$ cat src/rtl/seg_pkg.sv
// Shared constants and types for the 4-digit 7-segment scan driver.
// Glyphs are active-low, bit order g..a (bit 0 = segment a).
package seg_pkg;

  localparam logic [6:0] SEG_0     = 7'h40;
  localparam logic [6:0] SEG_1     = 7'h79;
  localparam logic [6:0] SEG_2     = 7'h24;
  localparam logic [6:0] SEG_3     = 7'h30;
  localparam logic [6:0] SEG_4     = 7'h19;
  localparam logic [6:0] SEG_5     = 7'h12;
  localparam logic [6:0] SEG_6     = 7'h02;
  localparam logic [6:0] SEG_7     = 7'h78;
  localparam logic [6:0] SEG_8     = 7'h00;
  localparam logic [6:0] SEG_9     = 7'h10;
  localparam logic [6:0] SEG_DASH  = 7'h3F;
  localparam logic [6:0] SEG_BLANK = 7'h7F;

  localparam logic [3:0] ANODE_OFF = 4'b1111;

  typedef logic [1:0] digit_idx_t;

endpackage

$ cat src/rtl/bcd_to_seg.sv
// Combinational BCD nibble to active-low glyph; 10..15 render as a dash.
module bcd_to_seg
  import seg_pkg::*;
(
  input  logic [3:0] bcd,
  output logic [6:0] seg
);

  // glyph lookup; out-of-range values flag as a dash rather than garbage
  always_comb begin
    seg = SEG_DASH;
    case (bcd)
      4'd0: seg = SEG_0;
      4'd1: seg = SEG_1;
      4'd2: seg = SEG_2;
      4'd3: seg = SEG_3;
      4'd4: seg = SEG_4;
      4'd5: seg = SEG_5;
      4'd6: seg = SEG_6;
      4'd7: seg = SEG_7;
      4'd8: seg = SEG_8;
      4'd9: seg = SEG_9;
      default: seg = SEG_DASH;
    endcase
  end

endmodule

$ cat src/rtl/seg_display_mux.sv
// Time-multiplexed 4-digit common-anode 7-segment driver for an MM:SS word.
// Frame snapshot avoids tearing, each slot opens with anti-ghost dead time,
// and the digit-3 decimal point separates minutes from seconds.
// Optional whole-frame blinking is built when SEG_DISPLAY_BLINK_EN is defined.
module seg_display_mux
  import seg_pkg::*;
#(
  parameter int REFRESH_DIV  = 50000,
  parameter int DEAD_CYCLES  = 2,
  parameter int BLINK_FRAMES = 64
) (
  input  logic        clk,
  input  logic        RESET,
  input  logic [16:1] digits_in,
  input  logic        blank_lead,
  input  logic        blink_req,
  output logic [7:1]  seg,
  output logic        dp,
  output logic [4:1]  an
);

  localparam int CW = (REFRESH_DIV > 1) ? $clog2(REFRESH_DIV) : 1;

  logic [CW-1:0] refresh_cnt;
  digit_idx_t    idx;
  logic [15:0]   snap;
  logic          slot_end, frame_end, dead;
  logic [3:0]    nibble;
  logic [6:0]    glyph;
  logic          blink_hold;
  logic [3:0]    an_d;
  logic [6:0]    seg_d;
  logic          dp_d;

  assign slot_end  = (refresh_cnt == CW'(REFRESH_DIV - 1));
  assign frame_end = slot_end && (idx == 2'd3);
  assign dead      = (refresh_cnt < CW'(DEAD_CYCLES));
  assign nibble    = snap[{idx, 2'b00} +: 4];

  // slot timer, digit index and frame snapshot (loaded only at frame boundary)
  always_ff @(posedge clk or posedge RESET) begin
    if (RESET) begin
      refresh_cnt <= '0;
      idx         <= '0;
      snap        <= '0;
    end else begin
      if (slot_end) begin
        refresh_cnt <= '0;
        idx         <= idx + 2'd1;
      end else begin
        refresh_cnt <= refresh_cnt + CW'(1);
      end
      if (frame_end) snap <= digits_in;
    end
  end

  bcd_to_seg u_dec (
    .bcd (nibble),
    .seg (glyph)
  );

`ifdef SEG_DISPLAY_BLINK_EN
  localparam int FW = (BLINK_FRAMES > 1) ? $clog2(BLINK_FRAMES) : 1;

  logic [FW-1:0] frame_cnt;
  logic          blink_phase, phase_nxt, slot_blank;

  assign phase_nxt  = (frame_end && frame_cnt == FW'(BLINK_FRAMES - 1)) ? ~blink_phase : blink_phase;
  assign blink_hold = slot_blank;

  // frame counter and blink phase; blank decision is latched per slot so a
  // deasserted request takes effect at the next slot, never mid-slot
  always_ff @(posedge clk or posedge RESET) begin
    if (RESET) begin
      frame_cnt   <= '0;
      blink_phase <= 1'b0;
      slot_blank  <= 1'b0;
    end else begin
      if (frame_end)
        frame_cnt <= (frame_cnt == FW'(BLINK_FRAMES - 1)) ? '0 : frame_cnt + FW'(1);
      blink_phase <= phase_nxt;
      if (slot_end) slot_blank <= blink_req && phase_nxt;
    end
  end
`else
  logic unused_blink_req;
  assign unused_blink_req = blink_req;
  assign blink_hold       = 1'b0;
`endif

  // next output pattern from the current (pre-edge) scan state
  always_comb begin
    an_d  = ANODE_OFF;
    seg_d = SEG_BLANK;
    dp_d  = 1'b1;
    if (!dead && !blink_hold) begin
      an_d  = ~(4'b0001 << idx);
      seg_d = (blank_lead && idx == 2'd3 && nibble == 4'd0) ? SEG_BLANK : glyph;
      dp_d  = (idx != 2'd2);
    end
  end

  // registered outputs, forced blank asynchronously by reset
  always_ff @(posedge clk or posedge RESET) begin
    if (RESET) begin
      an  <= ANODE_OFF;
      seg <= SEG_BLANK;
      dp  <= 1'b1;
    end else begin
      an  <= an_d;
      seg <= seg_d;
      dp  <= dp_d;
    end
  end

endmodule

$ cat config.mk
export PLATFORM = sky130hd
export DESIGN_NAME = seg_display_mux
export DESIGN_NICKNAME = d
export VERILOG_FILES = /design/src/rtl/seg_pkg.sv /design/src/rtl/bcd_to_seg.sv /design/src/rtl/seg_display_mux.sv
export SDC_FILE = /design/constraint.sdc
export NUM_CORES = 1
export LEC_CHECK = 0
export ABC_AREA = 1
export ABC_CLOCK_PERIOD_IN_PS = 1500
export CAP_MARGIN = 20
export CORE_MARGIN = 2
export CORE_UTILIZATION = 49
export DETAILED_ROUTE_END_ITERATION = 8
export PLACE_DENSITY = 0.78
export SETUP_SLACK_MARGIN = 0.05
export SLEW_MARGIN = 10
export SYNTH_ARGS = -nofsm -noshare
export SYNTH_HDL_FRONTEND = slang
export SYNTH_SLANG_ARGS = --single-unit
$ cat constraint.sdc
create_clock -name clk -period 1.5 [get_ports clk]
set_clock_uncertainty 0.1 [all_clocks]
set_input_delay 0.45 -clock clk [delete_from_list [all_inputs] [get_ports clk]]
set_output_delay 0.45 -clock clk [all_outputs]
set_load 0.05 [all_outputs]
Word level (Yosys, flattened, before mapping)

Memory sizes are Yosys's and may differ from the RTL's.
Cells that the tools add are included.

Mux-type cells: 5
Bitwise gates (word level): 1
Reductions and logical operators: 4
Magnitude comparators: 1
Equal/unequal tests: 3
$add $sub $neg: 2
Shift-type cells: 2

Operators with widths:

| operator                                                                      | count |
|---|---|
| 16-bit by 1-bit adder with 16-bit output, second input constant               | 1 |
| 16-bit == test, second input constant                                         | 1 |
| 16-bit by 2-bit less-than comparator with 1-bit output, second input constant | 1 |
| 16-bit two-way mux                                                            | 1 |
| 16-bit by 5-bit variable part select with 4-bit output                        | 1 |
| 7-bit two-way mux                                                             | 2 |
| 4-bit zero test                                                               | 1 |
| 4-bit two-way mux                                                             | 1 |
| 4-bit NOT                                                                     | 1 |
| 1-bit by 2-bit left shift with 4-bit output, first input constant             | 1 |
| 1-bit logical AND                                                             | 3 |
| 2-bit by 1-bit adder with 2-bit output, second input constant                 | 1 |
| 2-bit == test, second input constant                                          | 1 |
| 2-bit != test, second input constant                                          | 1 |
| 1-bit two-way mux                                                             | 1 |

Memories kept: 1
Flip-flop bits (word level): 46
ROM bits: 112
Logic and storage cells: 25
Input port bits: 20
Output and inout bits: 12

Memories:

| name             | words | width | read ports | clocked after memory_dff | wr ports | line             | source |
|---|---|---|---|---|---|---|---|
| (name not given) | 16    | 7     | 1          | 0                        | 0        | bcd_to_seg.sv:12 | `case (bcd)` |

Depth between registers and ports, before layout

Gate-level depths: netlist of run 1.

Depth after elaboration: 5
Mapped depth: 12
Depth with buffers taken out: 11

Hierarchy

Synthesis of run 1 repeated with hierarchy kept, for this count alone.

Cells, all modules: 315
Area, all modules: 2,523.7 um^2

Modules (own cells, without submodules):

| module          | times used | area each (um^2) | cells an instance | seq. area each (um^2) |
|---|---|---|---|---|
| seg_display_mux | 1          | 2,337.2          | 280               | 1,139.8 |
| bcd_to_seg      | 1          | 186.4            | 35                | 0.0 |

Worst setup path before layout of run 1

No wires, ideal clock.

Path type: reg-to-reg
Start: reg idx[0]
End: reg seg[5] (netlist bit)
Arrival: 1.476 ns
Stages on the path, launching flop included: 13
Clock period less this slack: 1.653 ns
Path slack: -0.153 ns
Setup time: 0.077 ns
Buffers on the path: 1
Cell sequence: dfrtp_1 > buf_4 > inv_4 > nand2_1 > nand3_1 > nand2_1 > ha_1 > nand2_1 > nor2_1 > nand3_2 > nand2_1 > nor2_1 > nand2_1

Longest elaborated chain between the ends: 5
Elaborated cells on any way between the ends: 8
Those cells by class: 1 x eq/ne; 1 x shift; 2 x mux; 3 x reduce/logical; 1 x memory

Ends and longest elaborated chain:

| element                                                                   | line                   | source |
|---|---|---|
| start: declaration                                                        | seg_display_mux.sv:25  | `digit_idx_t idx;` |
| start signal: assignment                                                  | seg_display_mux.sv:49  | `idx <= idx + 2'd1;` |
| parallel branches: the longest is 3 deep, another holds memory 16 x 7 bit | -                      |  |
| 7-bit two-way mux (*)                                                     | seg_display_mux.sv:98  | `seg_d = (blank_lead && idx == 2'd3 && nibble == 4'd0) ? SEG_BLANK : glyph;` |
| 7-bit two-way mux (*)                                                     | seg_display_mux.sv:96  | `if (!dead && !blink_hold) begin` |
| via seg_d[4]                                                              | seg_display_mux.sv:32  | `logic [6:0] seg_d;` |
| end signal: assignment                                                    | seg_display_mux.sv:111 | `seg <= seg_d;` |
| end: declaration                                                          | seg_display_mux.sv:17  | `output logic [7:1] seg,` |

Mark *: on every way through the listed nets, which the timed path passes.
A chain may end at the register's enable or synchronous reset.

Worst setup path in the final report of run 1

Start: reg idx[1]
End: reg seg[5] (netlist bit)

The elaborated chain is that of the path after synthesis.

==> impl_metrics.tcl, run 1 <==
set metrics [dict create \
    crit_path_start_kind "flop" \
    regToRegSetupSlack_ps -290 \
    leakage_power_summed_over_all_cells_nw 1.80 \
    floorplan.initialDensity_pct 50.7 \
    cts.reportedPaths.clkPinSlew_ps 90 \
    vias 2738 \
    numCtsBuffers 5 \
    yosys_warnings 0 \
    drt_first_pass_iters 8 \
    cts-root-to-sink-buffers 2 \
    combinational_family_with_the_most_area_after_synthesis "simple AND/OR/NAND/NOR gates" \
    grt_usage_pct 27.5 \
    gp_congestion 0.917 \
    initial_antenna_violation_count 0 \
    yosysUniqueCellTypes 26 \
    synthesis.area_um2 2390 \
    avgSynthCellArea_um2 8.14 \
    path_cells "inv_2 > nand3_4 > nand2_4 > ha_4 > nand2_4 > nor2_4 > nand3_4 > nand2_4 > nor2_2 > nand2_1" \
    synth_xor_area_share_pct 1.83 \
    ys_ff_latch 45 \
    cts-root-buf "sky130_fd_sc_hd__clkbuf_8" \
    fill_cells 186 \
    drt.antenna.violating_nets 0 \
    via_per_inst 5.95 \
    timing_max_transition_violations_final 0 \
    worst_pin_slew_ps 358 \
    worst_path_most_repeated_cell "sky130_fd_sc_hd__nand2_4" \
    layout.cells.most_common "sky130_fd_sc_hd__nand2_1" \
    drive_above_1_share_pct 55.2 \
    core_region_area_um2 4720 \
    timing.critical_path.to_type "flop" \
    failed_checks "setup timing" \
    timing.slew.headroom_pct 75.9 \
    pre_cts_ws_ps -221 \
    yosys.area_share.adder_pct 5.75 \
    yosys.area_share.simple_pct 31.7 \
    areaGrowthSynthToFinish_pct 72.2 \
    timing_limited_maximum_frequency_mhz 560 \
    clk_latency_ps 310 \
    placement.io_buffers 30 \
    die_h_um 73.9 \
    floorplan.io_pins 32 \
    insertedDiodeCount 0 \
    hold_violations 0 \
    worstPathArrival_ps 1950 \
    globalRouteOverflowTotal 0 \
    max_cap_viol_count 0 \
    postSynthCellCount 294 \
    final_nets 423 \
    power_density_nw_per_um2 554 \
    die_area_um2 5460 \
    timing.critical_path.fanout_max 6 \
    run_status "finished with violations" \
    drc 0 \
    hold_ws_ps 402 \
    die_x_um 73.9 \
    cell_at_the_slowest_stage_of_the_critical_path "sky130_fd_sc_hd__dfrtp_2" \
    crit_type "flop to flop" \
    detail_routed_net_length_per_standard_cell_um 20.5 \
    setup_slack_ps -287 \
    power.ir.vdd_worst_uv 802 \
    synth_compound_area_share_pct 6.17 \
    placementRows 25 \
    finalSetupViolCount 49 \
    tritoncts_num_sinks 45 \
    critical_path.max_stage_delay_ps 510 \
    drt-initial-drc-count 293 \
    path_type_of_the_worst_min_delay_path "flop to flop" \
    most-common-layout-cells "sky130_fd_sc_hd__nand2_1 (58), sky130_fd_sc_hd__buf_4 (40), sky130_fd_sc_hd__dfrtp_1 (30)" \
    timing.critical_path.required_ps 1660 \
    tritoncts "yes" \
    drt-total-wl_mm 9.45 \
    count_of_buffer_and_inverter_cells_on_the_critical_path 1 \
    synth_mux_area_share_pct 0 \
    wire_length_of_the_first_global_routing_pass_mm 11.2 \
    clock_tree.htree_level_count 2 \
    first_global_vias 2347 \
    post-dp-hpwl_mm 3.67 \
    rsz_0062_raised_after_global_routing "true" \
    synth.net_count 325 \
    period_needed_ps 1790 \
    post-route-period-util_pct 119 \
    setup_tns_ps -7160 \
    grt_max_degree 29 \
    seq_area_frac_synth_pct 47.6 \
    cpLargestDelayFamily "simple AND/OR/NAND/NOR gates" \
]
report_power, final:
| group | switching (W) | internal, W | total (W) | leakage [nW] |
|---|---|---|---|---|
| logic | 0.0000376 | 0.0000522 | 0.0000899 | 1.26 |
| registers | 0 | 0.00121 | 0.00121 | 0.486 |
| clock network | 0.000438 | 0.000544 | 0.000982 | 0.0585 |
| total | 0.000475 | 0.00181 | 0.00229 | 1.80 |
kinds of logic after synthesis:
logic type	after synthesis
adders and majority gates	11
buffers and inverters	37
AOI/OAI and AO/OA	29
DFF	45
xor gates and xnor gates	5
and+or+nand+nor	167
sequential cells by signal, summed over array words and instances, names as in the netlist:
register	flops
idx	2
refresh_cnt	16
snap	16
an	4
seg	7
layout make-up:
cell class,instances,area (um2),share of cell area (%)
Clock buffer,7,86.3,2.09
Sequential cell,45,1140,27.8
Clock inverter,1,30.0,0.728
Multi-Input combinational cell,213,1590,38.5
Inverter,32,151,3.67
Tap cell,67,83.8,2.03
Timing Repair Buffer,95,1040,25.2
through the flow:
stage	power (W)	utilization (%)	instances	instance area, um2
2_1_floorplan	0.00125	-	294	2470
3_3_place_gp	0.00132	68.2	423	3220
3_5_place_dp	0.00132	68.2	423	3220
4_1_cts	0.00227	79.4	443	3750
5_1_grt	0.00233	87.3	460	4120
6_report	0.00229	87.3	460	4120
cell usage after synthesis (all sizes together):
| master | count | area [um2] |
|---|---|---|
| a21oi | 6 | 30.0 |
| buf | 5 | 43.8 |
| dfrtp | 34 | 851 |
| dfstp | 11 | 289 |
| ha | 11 | 138 |
| inv | 32 | 123 |
| nand2 | 97 | 402 |
| nand3 | 26 | 135 |
| nand4 | 7 | 43.8 |
| nor2 | 31 | 148 |
| nor3 | 6 | 30.0 |
| o211ai | 1 | 7.51 |
| o21ai | 22 | 110 |
| xor2 | 5 | 43.8 |
metal layers:
layer | vias to the layer above | part of all wire (%) | GRT usage, %
li1 | 1139 | - | -
met1 | 1308 | 36 | 33.5
met2 | 217 | 49 | 46.5
met3 | 74 | 7.9 | 5.08
met4 | 0 | 7.5 | 13.3
met5 | - | 0 | 0
what timing repair did:
| item | 4_1_cts | 5_1_grt |
|---|---|---|
| hold buffers | 0 | 0 |
| setup buffers | 12 | 21 |
| setup endpoints to repair | 49 | 54 |
| gates resized for setup | 93 | 66 |
| pin swaps | 34 | 37 |
| cloned | 0 | 1 |
worst reg2reg max path, cell delays in order (launching register included):
cell and delay, ps:
sky130_fd_sc_hd__dfrtp_2 510, sky130_fd_sc_hd__inv_2 160, sky130_fd_sc_hd__nand3_4 110, sky130_fd_sc_hd__nand2_4 130
sky130_fd_sc_hd__ha_4 190, sky130_fd_sc_hd__nand2_4 70, sky130_fd_sc_hd__nor2_4 150, sky130_fd_sc_hd__nand3_4 130
sky130_fd_sc_hd__nand2_4 90, sky130_fd_sc_hd__nor2_2 40, sky130_fd_sc_hd__nand2_1 70
final timing paths:
check	from	depth (start not counted)	endpoint
worst min register to register	snap[3]	2	snap[3]
min in group asynchronous	RESET	3	snap[14]
worst min-delay path	snap[3]	2	snap[3]
max in group asynchronous	RESET	3	seg[7]
worst max-delay path	idx[1]	10	seg[5]
worst max register to register	idx[1]	10	seg[5]
(Power assumes the default switching activity.)
==> run 2: changes to the inputs <==
Settings changed: SKIP_LAST_GASP set to 1.
==> run 2 against run 1 <==
Maximum frequency hardly changed. Largest cell class unchanged. The run still ends with setup timing left. Sequential power hardly changed. Wire length is 4.4% lower. Largest power group unchanged. Highest routed layer unchanged.
==> impl_metrics.tcl, run 2 (synthesis gave the netlist of run 1 again) <==
set metrics [dict create \
    post-dp-hpwl_mm 3.67 \
    timing.critical_path.fanout_max 7 \
    worst_pin_slew_ps 419 \
    floorplan.io_pins 32 \
    via_per_inst 5.80 \
    total_power_w 0.00228 \
    endpoint_of_the_lowest_slack_register_to_register_path "seg[5]" \
    worst_path_most_repeated_cell "sky130_fd_sc_hd__nand2_4" \
    post-route-period-util_pct 119 \
    path_cells "inv_8 > nand2_4 > nand3_4 > nand2_4 > ha_4 > nand2_4 > nor2_4 > nand3_4 > nand2_4 > nor2_2 > nand2_1" \
    cts-root-buf "sky130_fd_sc_hd__clkbuf_8" \
    grt_max_degree 29 \
    reg.largest.list "refresh_cnt: 16 flops, snap: 16 flops, seg: 7 flops" \
    critical_path.max_stage_delay_ps 530 \
    leakage_power_summed_over_all_cells_nw 1.82 \
    failed_checks "setup timing" \
    placementRows 25 \
    clk_latency_ps 310 \
    gp_congestion 0.917 \
    drt-initial-drc-count 342 \
    use_met1_pct 32.4 \
    drt.antenna.violating_nets 0 \
    period_needed_ps 1790 \
    die_area_um2 5460 \
    regToRegSetupSlack_ps -290 \
    path_type_of_the_worst_min_delay_path "flop to flop" \
    detail_routed_net_length_per_standard_cell_um 19.8 \
    grt_use_met2_pct 42.5 \
    drc 0 \
    rsz_0062_raised_after_global_routing "true" \
    drt_first_pass_iters 5 \
    worstPathArrival_ps 1940 \
    crit_type "flop to flop" \
    numCtsBuffers 5 \
    timing_max_transition_violations_final 0 \
    tritoncts "yes" \
    cts-root-to-sink-buffers 2 \
    hold_ws_ps 398 \
    layout.cells.most_common "sky130_fd_sc_hd__nand2_1" \
    floorplan.initialDensity_pct 50.7 \
    die_h_um 73.9 \
    most-common-layout-cells "sky130_fd_sc_hd__nand2_1 (54), sky130_fd_sc_hd__buf_4 (46), sky130_fd_sc_hd__dfrtp_1 (31)" \
    finalSetupViolCount 53 \
    drt-total-wl_mm 9.03 \
    drive_above_1_share_pct 53.1 \
    run_status "finished with violations" \
    rr_worst_depth 11 \
    timing.critical_path.required_ps 1650 \
    tritoncts_num_sinks 45 \
    crit_end "seg[5]" \
    placement.io_buffers 30 \
    insertedDiodeCount 0 \
    cts_hold_buffers 0 \
    worstSetupStartpoint "idx[0]" \
    crit_path_start_kind "flop" \
    cts.reportedPaths.clkPinSlew_ps 90 \
    hold_violations 0 \
    max_cap_viol_count 0 \
    final_nets 420 \
    timing.critical_path.to_type "flop" \
    globalRouteMet3Util_pct 4.12 \
    timing.slew.headroom_pct 71.9 \
    vias 2650 \
    setup_slack_ps -288 \
    areaGrowthSynthToFinish_pct 70.7 \
    timing_limited_maximum_frequency_mhz 559 \
    die_x_um 73.9 \
    clock_tree.htree_level_count 2 \
    critical_path.reg2reg.startpoint "idx[0]" \
    grt_usage_pct 26.0 \
    core_region_area_um2 4720 \
    wire_length_of_the_first_global_routing_pass_mm 10.7 \
    initial_antenna_violation_count 0 \
    grt.busiest_layer "met2" \
    power_density_nw_per_um2 558 \
    first_global_vias 2322 \
    power.ir.vdd_worst_uv 832 \
    cell_at_the_slowest_stage_of_the_critical_path "sky130_fd_sc_hd__dfrtp_2" \
    globalRouteOverflowTotal 0 \
]
[run 2: cell count changes in the layout (fill, tap and decap cells not counted), sizes merged]
cell    delta
buf        -3
clkbuf     +1
nand2      -1
[run 2: repair_timing]
item	in CTS	in global routing
pin swaps	32	22
setup buffers	12	14
gates cloned	0	1
setup endpoints to repair	49	54
resized for setup	88	58
[run 2: report_power, final]
| part | switching [W] | internal, W |
|---|---|---|
| sequential | 0 | 0.00121 |
| combinational | 0.0000394 | 0.0000524 |
| clock | 0.000430 | 0.000544 |
| total | 0.000469 | 0.00181 |
[run 2: critical path: cells and delay by family (launching register included)]
| kind | cells | cell delay [ps] |
|---|---|---|
| buffers and inverters | 1 | 80 |
| flip-flops | 1 | 530 |
| AND/OR/NAND/NOR | 9 | 870 |
| adder cells (fa/ha/maj) | 1 | 160 |
[run 2: layout make-up]
type                    instances  area [um2]
fillers                       197         638
clock inverters                 1        30.0
flip-flops and latches         45        1140
clock buffers                   7        86.3
multi-input cells             212        1590
well taps                      67        83.8
inverters                      32         151
repair buffers                 93        1000
[run 2: worst min path at each step]
stage / start / endpoint / slack [ps] / cells past startpoint
floorplan: refresh_cnt[0] / refresh_cnt[0] / 330 / 1
global placement: snap[6] / snap[6] / 370 / 2
detailed placement: snap[1] / snap[1] / 370 / 2
CTS: snap[2] / snap[2] / 390 / 2
global route: snap[10] / snap[10] / 430 / 2
finish: snap[2] / snap[2] / 400 / 2
[run 2: per-stage QoR]
| stage | setup TNS [ps] | setup WS (ps) | cell area (um2) | cells | utilization [%] |
|---|---|---|---|---|---|
| floorplan | -227 | -31.9 | 2470 | 294 | - |
| global placement | -2480 | -183 | 3220 | 423 | 68.2 |
| detailed placement | -3170 | -221 | 3220 | 423 | 68.2 |
| CTS | -2070 | -94.9 | 3730 | 443 | 78.9 |
| global route | -8790 | -351 | 4090 | 457 | 86.5 |
| finish | -6860 | -288 | 4090 | 457 | 86.5 |
[run 2: metal layers]
metal | up-vias | share of wire [%]
met5 | - | 0
met2 | 189 | 49
met3 | 65 | 7.1
met1 | 1266 | 37
met4 | 0 | 6.9
li1 | 1130 | -
==> run 3: changes to the inputs <==
Settings changed: ABC_AREA 1 to not set, CORE_UTILIZATION 49 to 48.
==> run 3 against run 2 <==
Core utilization decreased by 3.8 points. Largest cell class unchanged. The flow still finishes with violations (setup timing). Non-clock buffer count increased by 6. Synthesized area decreased by 8.2%. Via count decreased by 32%. Final cell count decreased by 28%. Critical path type unchanged. Flip-flop and latch count unchanged. Final area decreased by 11%. Largest power group unchanged.
==> impl_metrics.tcl, run 3 <==
set metrics [dict create \
    run_status "finished with violations" \
    failed_checks "setup timing" \
    post-route-period-util_pct 126 \
    yosys_warnings 0 \
    rsz_0062_raised_after_global_routing "true" \
    worst_pin_slew_ps 360 \
    hold_violations 0 \
    finalSetupViolCount 51 \
    core_region_area_um2 4380 \
    floorplan.initialDensity_pct 50.1 \
    cts-root-to-sink-buffers 2 \
    grt_max_degree 27 \
    most-common-layout-cells "sky130_fd_sc_hd__buf_4 (50), sky130_fd_sc_hd__dfrtp_1 (32), sky130_fd_sc_hd__clkdlybuf4s50_1 (18)" \
    regArea_um2 1140 \
    yosysUniqueCellTypes 37 \
    period_needed_ps 1900 \
    cell_with_the_most_instances_after_synthesis "sky130_fd_sc_hd__dfrtp_1" \
    areaGrowthSynthToFinish_pct 65.0 \
    cts-root-buf "sky130_fd_sc_hd__clkbuf_8" \
    synth.net_count 206 \
    clk_latency_ps 300 \
    cts.reportedPaths.clkPinSlew_ps 90 \
    drt.antenna.violating_nets 0 \
    avgSynthCellArea_um2 12.6 \
    finalCoreUtilization_pct 82.7 \
    reg.largest.list "refresh_cnt: 16 flops, snap: 16 flops, seg: 7 flops" \
    insertedDiodeCount 0 \
    vias 1814 \
    async_reset_ff_share_pct 100 \
    timing.critical_path.fanout_max 5 \
    numCtsBuffers 5 \
    die_area_um2 5140 \
    area_share_of_the_largest_cell_type_after_synthesis_pct 38.7 \
    drc 0 \
    ys_ff_latch 45 \
    synthesis.area_um2 2200 \
    drt-initial-drc-count 135 \
    postSynthCellCount 175 \
    area_of_combinational_cells_with_multiple_inputs_um2 1230 \
    ys_dominant_reg_cell "sky130_fd_sc_hd__dfrtp_1" \
    final_nets 306 \
    worstPathArrival_ps 2030 \
    post-dp-hpwl_mm 3.55 \
    pre_cts_ws_ps -410 \
    drive_above_1_share_pct 60.1 \
    timing_max_transition_violations_final 0 \
    path_type_of_the_worst_min_delay_path "flop to flop" \
    die_h_um 71.7 \
    die_x_um 71.7 \
    max_cap_viol_count 0 \
    detail_routed_net_length_per_standard_cell_um 19.4 \
    timing.critical_path.required_ps 1640 \
    worstHoldPathCells 1 \
    seq_area_frac_synth_pct 51.8 \
    tritoncts "yes" \
    placement.io_buffers 30 \
    synth_common_cells "sky130_fd_sc_hd__dfrtp_1 (34), sky130_fd_sc_hd__nor2_1 (13), sky130_fd_sc_hd__nand2_1 (12), sky130_fd_sc_hd__dfstp_2 (11), sky130_fd_sc_hd__ha_1 (11)" \
    leakage_power_summed_over_all_cells_nw 1.68 \
    crit_type "flop to flop" \
    gp_congestion 0.820 \
    globalRouteOverflowTotal 0 \
    wire_length_of_the_first_global_routing_pass_mm 9.11 \
    layout.cells.most_common "sky130_fd_sc_hd__buf_4" \
    grt_usage_pct 23.5 \
    synth_top_area_cells "sky130_fd_sc_hd__dfrtp_1 (39%), sky130_fd_sc_hd__dfstp_2 (13%), sky130_fd_sc_hd__mux2_4 (6.8%), sky130_fd_sc_hd__ha_1 (6.3%), sky130_fd_sc_hd__mux4_2 (4.1%)" \
    drt-total-wl_mm 6.36 \
    via_per_inst 5.53 \
    crit_path_start_kind "flop" \
    tritoncts_num_sinks 45 \
    power_density_nw_per_um2 688 \
    floorplan.io_pins 32 \
    first_global_vias 1859 \
    timing.slew.headroom_pct 75.9 \
    fill_cells 205 \
    drt_first_pass_iters 4 \
    synth-edff-count 0 \
    cts_hold_buffers 0 \
    timing.critical_path.to_type "flop" \
    clock_tree.htree_level_count 2 \
    rr_worst_depth 6 \
    setup_slack_ps -395 \
    initial_antenna_violation_count 0 \
    power.ir.vdd_worst_uv 692 \
    placementRows 24 \
    timing_limited_maximum_frequency_mhz 528 \
    synth_area_leader_cell "sky130_fd_sc_hd__dfrtp_1" \
]
==> run 3: cell count changes in the layout (fill, tap and decap cells not counted), sizes merged, moves of 7 or more <==
cell	before	now
nand2	97	12
inv	30	5
nor2	31	13
mux2	0	16
nand3	26	10
o21ai	22	8
buf	74	81
==> run 3: logic make-up (layout without fill, tap and decap cells) <==
kind of cell,count (synthesis),after routing,share of synthesized area (%)
and+or+nand+nor,57,57,14.5
DFF,45,45,51.9
muxes,21,21,14.5
AOI/OAI and AO/OA,16,16,4.44
xor gates and xnor gates,13,13,5.18
buffers and inverters,12,113,3.36
adders and majority gates,11,11,6.26
==> run 3: path summary, 6_finish.rpt <==
| check | start | endpoint | slack [ps] |
|---|---|---|---|
| setup / recovery | idx[0] | seg[6] | -400 |
| hold / removal | snap[9] | snap[9] | 430 |
| setup reg to reg | idx[0] | seg[6] | -400 |
| hold reg to reg | snap[9] | snap[9] | 430 |
| max in group asynchronous | RESET | seg[4] | 560 |
| min in group asynchronous | RESET | snap[0] | 540 |
==> run 3: area by class of cell <==
type / instances / area share, %
multi-input combinational: 118 / 33.9
sequential: 45 / 31.5
timing repair buffer: 99 / 29.3
clock buffer: 7 / 2.66
tap: 52 / 1.79
inverter: 6 / 0.724
clock inverter: 1 / 0.138
==> run 3: power breakdown <==
group | leakage (nW) | internal [W] | switching, W | total [W]
logic | 1.09 | 0.000205 | 0.000163 | 0.000367
clock network | 0.0542 | 0.000417 | 0.000422 | 0.000839
registers | 0.536 | 0.00126 | 0.0000278 | 0.00129
==> run 3: stage by stage <==
step / cells / TNS (ps) / hold slack (ps) / area [um2] / total power, W
global placement: 305 / -6270 / 396 / 3140 / 0.00164
global route: 328 / -13000 / 439 / 3630 / 0.00259
CTS: 321 / -8280 / 418 / 3440 / 0.00247
floorplan: 175 / -5040 / 345 / 2280 / 0.00145
finish: 328 / -10470 / 427 / 3630 / 0.00250
detailed placement: 305 / -6850 / 400 / 3140 / 0.00165
==> run 3: critical path, stage by stage (launching register included) <==
cell and delay, ps:
sky130_fd_sc_hd__dfrtp_2 420, sky130_fd_sc_hd__mux4_2 550, sky130_fd_sc_hd__inv_2 100, sky130_fd_sc_hd__ha_4 160, sky130_fd_sc_hd__nand3_4 60, sky130_fd_sc_hd__o311a_4 350
sky130_fd_sc_hd__o21ai_1 90
==> run 3: repair_timing <==
| item | in CTS | in global routing |
|---|---|---|
| gates resized for setup | 33 | 29 |
| pin swaps | 14 | 20 |
| cloned | 1 | 0 |
| setup endpoints to repair | 53 | 54 |
| setup buffers | 8 | 8 |
==> run 3: routing by layer <==
metal | routed length [um] | share of wire, % | vias to the layer above | GRT usage, %
met1 | 2620 | 41 | 916 | 30.2
met2 | 3260 | 51 | 74 | 39.7
met3 | 288 | 4.5 | 19 | 4.92
met5 | 0 | 0 | - | 0
met4 | 194 | 3.1 | 0 | 7.76
li1 | - | - | 805 | -
